--- src/rtl/aimc_ui_arb_pkg.sv ---
// Shared types and defaults for the AIMC channel UI arbiter and its round-robin picker.
package aimc_ui_arb_pkg;

  localparam int ARB_N_REQ_DEF    = 4;
  localparam int ARB_RD_DEPTH_DEF = 16;
  localparam int ARB_PRIO_MAX     = 8;

  typedef logic [$clog2(ARB_N_REQ_DEF)-1:0] arb_id_t;

  typedef enum logic [1:0] {
    CMD_NOP = 2'd0,
    CMD_WR  = 2'd1,
    CMD_RD  = 2'd2,
    CMD_REF = 2'd3
  } pkt_cmd_t;

  typedef struct packed {
    pkt_cmd_t    cmd;
    logic [29:0] addr;
    logic [31:0] data;
  } pkt_t;

  // Fold an index in [0, 2n) back into [0, n).
  function automatic int rr_wrap(input int v, input int n);
    return (v >= n) ? v - n : v;
  endfunction

endpackage

--- src/rtl/aimc_ui_arb_rr_arb.sv ---
// Round-robin picker: combinational one-hot grant starting at ptr; ptr moves past each winner.
// Pointer holds when nothing is granted.
module rr_arb
  import aimc_ui_arb_pkg::*;
#(
  parameter  int N  = ARB_N_REQ_DEF,
  localparam int IW = $clog2(N)
) (
  input  logic          clk,
  input  logic          rst_n,
  input  logic [N-1:0]  req,
  output logic [N-1:0]  gnt,
  output logic [IW-1:0] gnt_id,
  output logic          gnt_vld
);

  logic [IW-1:0] ptr;

  always_comb begin
    int idx;
    gnt     = '0;
    gnt_id  = '0;
    gnt_vld = 1'b0;
    idx     = 0;
    for (int k = 0; k < N; k++) begin
      idx = rr_wrap(int'(ptr) + k, N);
      if (!gnt_vld && req[IW'(idx)]) begin
        gnt_vld         = 1'b1;
        gnt_id          = IW'(idx);
        gnt[IW'(idx)]   = 1'b1;
      end
    end
  end

  always_ff @(posedge clk or negedge rst_n) begin
    if (!rst_n) begin
      ptr <= '0;
    end else if (gnt_vld) begin
      ptr <= (gnt_id == IW'(N - 1)) ? '0 : gnt_id + 1'b1;
    end
  end

endmodule

--- src/rtl/aimc_ui_arb.sv ---
// Shares one AIMC UI among N_REQ requesters; 1-cycle request-to-ui_pkt_valid, stalls on !aimc_rdy,
// reads throttled at RD_DEPTH outstanding, responses routed back in order. Priority classes: AIMC_ARB_PRIO_EN.
module aimc_ui_arb
  import aimc_ui_arb_pkg::*;
#(
  parameter  int N_REQ    = ARB_N_REQ_DEF,
  parameter  int PKT_W    = $bits(pkt_t),
  parameter  int RD_DEPTH = ARB_RD_DEPTH_DEF,
  localparam int IDW      = $clog2(N_REQ),
  localparam int PTW      = $clog2(RD_DEPTH),
  localparam int CW       = $clog2(RD_DEPTH + 1)
) (
  input  logic                        clk,
  input  logic                        rst_n,
  input  logic                        cal_done,
  input  logic [N_REQ-1:0][PKT_W-1:0] req_pkt,
  input  logic [N_REQ-1:0]            req_valid,
  input  logic [N_REQ-1:0]            req_rd,
`ifdef AIMC_ARB_PRIO_EN
  input  logic [N_REQ-1:0]            req_prio,
`endif
  output logic [N_REQ-1:0]            req_rdy,
  output logic [PKT_W-1:0]            ui_pkt,
  output logic                        ui_pkt_valid,
  input  logic                        aimc_rdy,
  input  logic [PKT_W-1:0]            aimc_pkt,
  input  logic                        aimc_pkt_valid,
  output logic [PKT_W-1:0]            rsp_pkt,
  output logic [N_REQ-1:0]            rsp_valid,
  output logic [CW-1:0]               rd_outstanding,
  output logic                        err_unexp_rsp
);

  logic             slot_free;
  logic             rd_full;
  logic [N_REQ-1:0] elig;
  logic [N_REQ-1:0] arb_req;
  logic [N_REQ-1:0] gnt;
  logic [IDW-1:0]   gnt_id;
  logic             gnt_vld;
  logic             push;
  logic             pop;

  logic [IDW-1:0]   id_mem [RD_DEPTH];
  logic [PTW-1:0]   wr_ptr;
  logic [PTW-1:0]   rd_ptr;

  assign slot_free = !ui_pkt_valid || aimc_rdy;
  // Uses the registered count: a pop this cycle only frees a read slot next cycle.
  assign rd_full   = (rd_outstanding == CW'(RD_DEPTH));

  // rst_n gating keeps req_rdy low for the whole reset window.
  always_comb begin
    elig = '0;
    for (int i = 0; i < N_REQ; i++) begin
      elig[i] = rst_n && cal_done && slot_free && req_valid[i] && (!req_rd[i] || !rd_full);
    end
  end

`ifdef AIMC_ARB_PRIO_EN
  logic [N_REQ-1:0] elig_hi;
  logic [N_REQ-1:0] elig_lo;
  logic [3:0]       prio_cnt;
  logic             force_lo;

  assign elig_hi  = elig & req_prio;
  assign elig_lo  = elig & ~req_prio;
  assign force_lo = (prio_cnt >= 4'(ARB_PRIO_MAX)) && (|elig_lo);

  always_comb begin
    arb_req = elig_lo;
    if (force_lo) begin
      arb_req = elig_lo;
    end else if (|elig_hi) begin
      arb_req = elig_hi;
    end
  end

  // Counts back-to-back high grants that overtook a waiting low requester.
  always_ff @(posedge clk or negedge rst_n) begin
    if (!rst_n) begin
      prio_cnt <= '0;
    end else if (gnt_vld) begin
      if (!req_prio[gnt_id] || !(|elig_lo)) begin
        prio_cnt <= '0;
      end else begin
        prio_cnt <= prio_cnt + 4'd1;
      end
    end
  end
`else
  assign arb_req = elig;
`endif

  rr_arb #(.N(N_REQ)) u_rr_arb (
    .clk     (clk),
    .rst_n   (rst_n),
    .req     (arb_req),
    .gnt     (gnt),
    .gnt_id  (gnt_id),
    .gnt_vld (gnt_vld)
  );

  assign req_rdy = gnt;
  assign push    = gnt_vld && req_rd[gnt_id];
  assign pop     = aimc_pkt_valid && (rd_outstanding != '0);

  always_ff @(posedge clk or negedge rst_n) begin
    if (!rst_n) begin
      ui_pkt       <= '0;
      ui_pkt_valid <= 1'b0;
    end else if (gnt_vld) begin
      ui_pkt       <= req_pkt[gnt_id];
      ui_pkt_valid <= 1'b1;
    end else if (aimc_rdy) begin
      ui_pkt_valid <= 1'b0;
    end
  end

  always_ff @(posedge clk) begin
    if (push) begin
      id_mem[wr_ptr] <= gnt_id;
    end
  end

  always_ff @(posedge clk or negedge rst_n) begin
    if (!rst_n) begin
      wr_ptr         <= '0;
      rd_ptr         <= '0;
      rd_outstanding <= '0;
    end else begin
      if (push) begin
        wr_ptr <= wr_ptr + 1'b1;
      end
      if (pop) begin
        rd_ptr <= rd_ptr + 1'b1;
      end
      case ({push, pop})
        2'b10:   rd_outstanding <= rd_outstanding + 1'b1;
        2'b01:   rd_outstanding <= rd_outstanding - 1'b1;
        default: rd_outstanding <= rd_outstanding;
      endcase
    end
  end

  always_ff @(posedge clk or negedge rst_n) begin
    if (!rst_n) begin
      rsp_pkt       <= '0;
      rsp_valid     <= '0;
      err_unexp_rsp <= 1'b0;
    end else begin
      rsp_valid <= '0;
      if (aimc_pkt_valid) begin
        rsp_pkt <= aimc_pkt;
        if (pop) begin
          rsp_valid <= N_REQ'(1) << id_mem[rd_ptr];
        end else begin
          err_unexp_rsp <= 1'b1;
        end
      end
    end
  end

endmodule

--- config.mk ---
export PLATFORM = sky130hd
export DESIGN_NAME = aimc_ui_arb
export DESIGN_NICKNAME = d
export VERILOG_FILES = /design/src/rtl/aimc_ui_arb_pkg.sv /design/src/rtl/aimc_ui_arb_rr_arb.sv /design/src/rtl/aimc_ui_arb.sv
export SDC_FILE = /design/constraint.sdc
export NUM_CORES = 1
export LEC_CHECK = 0
export ABC_AREA = 1
export BUFFER_PORTS_ARGS = -buffer_cell sky130_fd_sc_hd__buf_2
export CAP_MARGIN = 10
export CORE_AREA = 2 2 184 186
export CTS_BUF_LIST = sky130_fd_sc_hd__clkbuf_8
export DETAILED_ROUTE_END_ITERATION = 16
export DIE_AREA = 0 0 186 188
export PLACE_DENSITY_LB_ADDON = 0.1
export SLEW_MARGIN = 25
export SYNTH_ARGS = -nofsm -noshare
export SYNTH_HDL_FRONTEND = slang
export SYNTH_SLANG_ARGS = --single-unit
export TNS_END_PERCENT = 5
--- constraint.sdc ---
create_clock -name clk -period 4.8 [get_ports clk]
set_input_delay 0.96 -clock clk [delete_from_list [all_inputs] [get_ports clk]]
set_output_delay 0.96 -clock clk [all_outputs]
set_load 0.01 [all_outputs]
==> impl_metrics.csv <==
group,metric,value,unit
cts,clk_path_buf_depth,2,
routing,wl_per_cell,15.4,µm
cts,cts-hold-fix-buffers,0,
global_route,grt_overflow,0,
worst_setup_path,crit_top_cell,"nand2_2",
timing,hold_viol_final,0,
logic_synthesis,synth_top_area_share,34.3,%
global_route,grt_pass1_vias,9913,
cts,post-cts-setup-buffers,0,
cts,ctsResizeCount,0,
routing,drt_wl_total,35100,µm
hold_path,hold_path_class,"in -> async",
floorplan,num_io_pins,476,
logic_synthesis,seq_area_frac_synth,43.2,%
global_route,grt_usage,20.3,%
routing,ant_nets,0,
worst_setup_path,slowest_stage,"dfrtp_1",
job,cap_violations,0,
cts,clock-sinks,181,
cts,clkTransAtPathRegs,110,ps
worst_setup_path,setup.worst_path.start_class,"flop",
placed_design,gp_congestion,0.866,
worst_setup_path,critPathTopFamily,"simple AND/OR/NAND/NOR gates",
timing,fmax,244,MHz
timing,slew_viol_final,0,
logic_synthesis,synth.area.top_cells,"dfrtp_1 34%, nand2_1 19%, edfxtp_1 8.8%",
global_route,antenna_found_initial,13,
timing,finalCritPeriodShare,85.5,%
routing,drc_errors,0,
logic_synthesis,synth_warnings,0,
routing,wl_met1,14300,µm
timing,rsz0062_at_grt,"false",
logic_synthesis,syn-num-nets,1731,
logic_synthesis,yosysUniqueCellTypes,39,
timing,setup_viol,0,
power,powerDensity,678,mW/mm²
run_status,outcome,"completed",
timing,setup_ws,695,ps
power,power.leakage,8.03,nW
cts,clk_latency,480,ps
global_route,grt_pass1_wl,54700,µm
floorplan,start_util,32.8,%
routing,met3_wirelength,2390,µm
power,irDropWorstVdd,0.00100,V
logic_synthesis,synthCells,1380,
timing,worst_pin_slew,1070,ps
floorplan,core_area,0.0331,mm²
cts,h-tree-depth,4,
final_layout,multiInputGateArea,0.00484,mm²
routing,top_layer_used,"met5",
logic_synthesis,ys_ff_latch,181,
floorplan,die_h,188,µm
worst_setup_path,path_cells,"inv_2 -> ha_1 -> inv_1 -> nand2_2 -> nand2_4 -> nor2_8 -> nand3_4 -> inv_2 -> nand2_2 -> nand2_4 -> clkinv_2 -> nand3_1 -> nand2_2 -> nand2_2 -> ha_1 -> inv_1 -> fa_1 -> nor2_1 -> a211oi_1 -> nand2_1 -> nand2_1 -> nor2_1 -> xor2_1",
worst_setup_path,crit_fanout,21,
worst_setup_path,slowest_delay,610,ps
worst_setup_path,required,5210,ps
logic_synthesis,synth_area,0.0109,mm²
timing,fin_crit,4110,ps
final_layout,fin_nets,2164,
floorplan,die_area,0.0350,mm²
cts,cts_buffers,17,
final_layout,area_growth,28.2,%
placed_design,dp_hpwl,26300,µm
global_route,grt_max_degree,196,
final_layout,drive_above_1_share,35.4,%
cts,cts_tree,"done",
floorplan,dieWidth,186,µm
logic_synthesis,syn_avg_cell_area,7.87,µm²
worst_setup_path,worstSetupPathType,"reg -> reg",
placed_design,dpl_worst_slack,540,ps
cts,root_buffer,"clkbuf_8",
routing,via_count,10200,
timing,relSlewSlack,28.5,%
power,report.power.total,9.44,mW
worst_setup_path,crit_buf_inv,5,
timing,fin_skew,17.5,ps
routing,via_per_inst,4.46,
placed_design,io_buffers,475,
worst_setup_path,arrival,4510,ps
final_layout,fillers,3578,
routing,dr.pass1.iters,5,
worst_setup_path,end_kind,"flop",
routing,routed-wl-met2,17500,µm
floorplan,rows,67,
routing,drt_iter0_markers,406,
worst_setup_path,rrSetupSlack,690,ps
timing,fin_tns_setup,0,ps
final_layout,seqCellArea,0.00469,mm²
logic_synthesis,synth_top_cell_by_area,"dfrtp_1",
==> cells in the final DEF, fill, tap and decap left out, types with 2 or more instances in the layout <==
cell / netlist / layout
inv_2: 5 / 5
o21ai_0: 16 / 16
nor2_2: 3 / 3
nand4_1: 8 / 8
nand3_4: 2 / 3
dfrtp_1: 149 / 149
nand2_4: 3 / 3
inv_1: 227 / 226
buf_2: 24 / 474
clkinv_4: 0 / 2
a31oi_1: 3 / 3
nor2_1: 41 / 41
ha_1: 17 / 17
o221ai_1: 6 / 6
xor2_1: 7 / 7
inv_8: 0 / 4
buf_4: 8 / 9
inv_6: 0 / 3
nor2_4: 2 / 2
o211ai_2: 40 / 40
o211ai_1: 26 / 26
buf_12: 0 / 3
diode_2: 0 / 9
nand2_2: 9 / 9
nand3_1: 97 / 97
inv_12: 0 / 2
clkbuf_8: 0 / 18
clkinv_8: 0 / 3
nand2_1: 536 / 536
nand3_2: 3 / 2
mux2_2: 57 / 57
edfxtp_1: 32 / 32
o32ai_1: 2 / 2
o2111ai_1: 2 / 2
mux2i_1: 6 / 6
==> kinds of logic after synthesis <==
| family | synth area share, % |
|---|---|
| buffers and inverters | 12.3 |
| AO/OA/AOI/OAI | 8.37 |
| multiplexers | 6.46 |
| adder cells (fa/ha/maj) | 2.14 |
| flip-flops | 43.2 |
| AND/OR/NAND/NOR | 26.9 |
| XOR/XNOR | 0.645 |
==> synthesized netlist by cell type <==
cell	n
nand2_1	536
inv_1	227
dfrtp_1	149
nand3_1	97
mux2_2	57
nor2_1	41
o211ai_2	40
edfxtp_1	32
o211ai_1	26
buf_2	24
clkbuf_1	22
ha_1	17
buf_6	16
o21ai_0	16
nand2_2	9
buf_4	8
nand4_1	8
xor2_1	7
mux2i_1	6
o221ai_1	6
inv_2	5
a31oi_1	3
nand2_4	3
nand3_2	3
nor2_2	3
clkbuf_4	2
nand3_4	2
nor2_4	2
o2111ai_1	2
o32ai_1	2
a211oi_1	1
a21oi_1	1
buf_1	1
fa_1	1
nor2_8	1
o21bai_1	1
o22ai_1	1
or2_2	1
xnor2_1	1
==> per-layer routing <==
metal  vias to the layer above  GRT usage (%)
li1                       5166              -
met1                      4646           24.0
met2                       321           35.3
met3                        48           5.42
met4                         8           6.42
met5                         -              0
==> power breakdown <==
group,switching [mW],internal [mW],leakage [nW],total [mW]
sequential,0.339,2.12,2.08,2.46
combinational,3.95,1.94,5.74,5.89
clock,0.673,0.419,0.211,1.09
==> final timing paths <==
kind / depth (start not counted) / from / endpoint
worst max-delay path: 23 / u_rr_arb.ptr[0] / rd_outstanding[4]
worst min-delay path: 2 / rst_n / rd_outstanding[0]
worst max register to register: 23 / u_rr_arb.ptr[0] / rd_outstanding[4]
min in group clk: 2 / rsp_pkt[58] / rsp_pkt[58]
max in group asynchronous: 2 / rst_n / ui_pkt[9]
worst min register to register: 2 / rsp_pkt[58] / rsp_pkt[58]
==> sequential cells by signal, indices dropped and copies added, names as in the netlist <==
name	count
rsp_pkt	64
ui_pkt	64
id_mem	32
rd_outstanding	5
rd_ptr	4
rsp_valid	4
wr_ptr	4
u_rr_arb.ptr	2
err_unexp_rsp	1
ui_pkt_valid	1
==> cell type report <==
class	instances	area share, %
clock buffers	18	1.78
flip-flops and latches	181	33.7
diodes	9	0.162
inverters	232	6.27
clock inverters	14	1.22
well taps	448	4.03
repair buffers	487	18.0
multi-input cells	894	34.8
==> stage by stage <==
step                cells  instance area [µm²]  hold WS, ps  util [%]
finish               2283                13900          452      42.0
floorplan            1380                10900          483         -
CTS                  2274                13900          487      42.0
detailed placement   2242                13500          460      40.7
global placement     2242                13500          450      40.7
global route         2279                13900          504      42.0
Power figures use the tool's default switching activity.
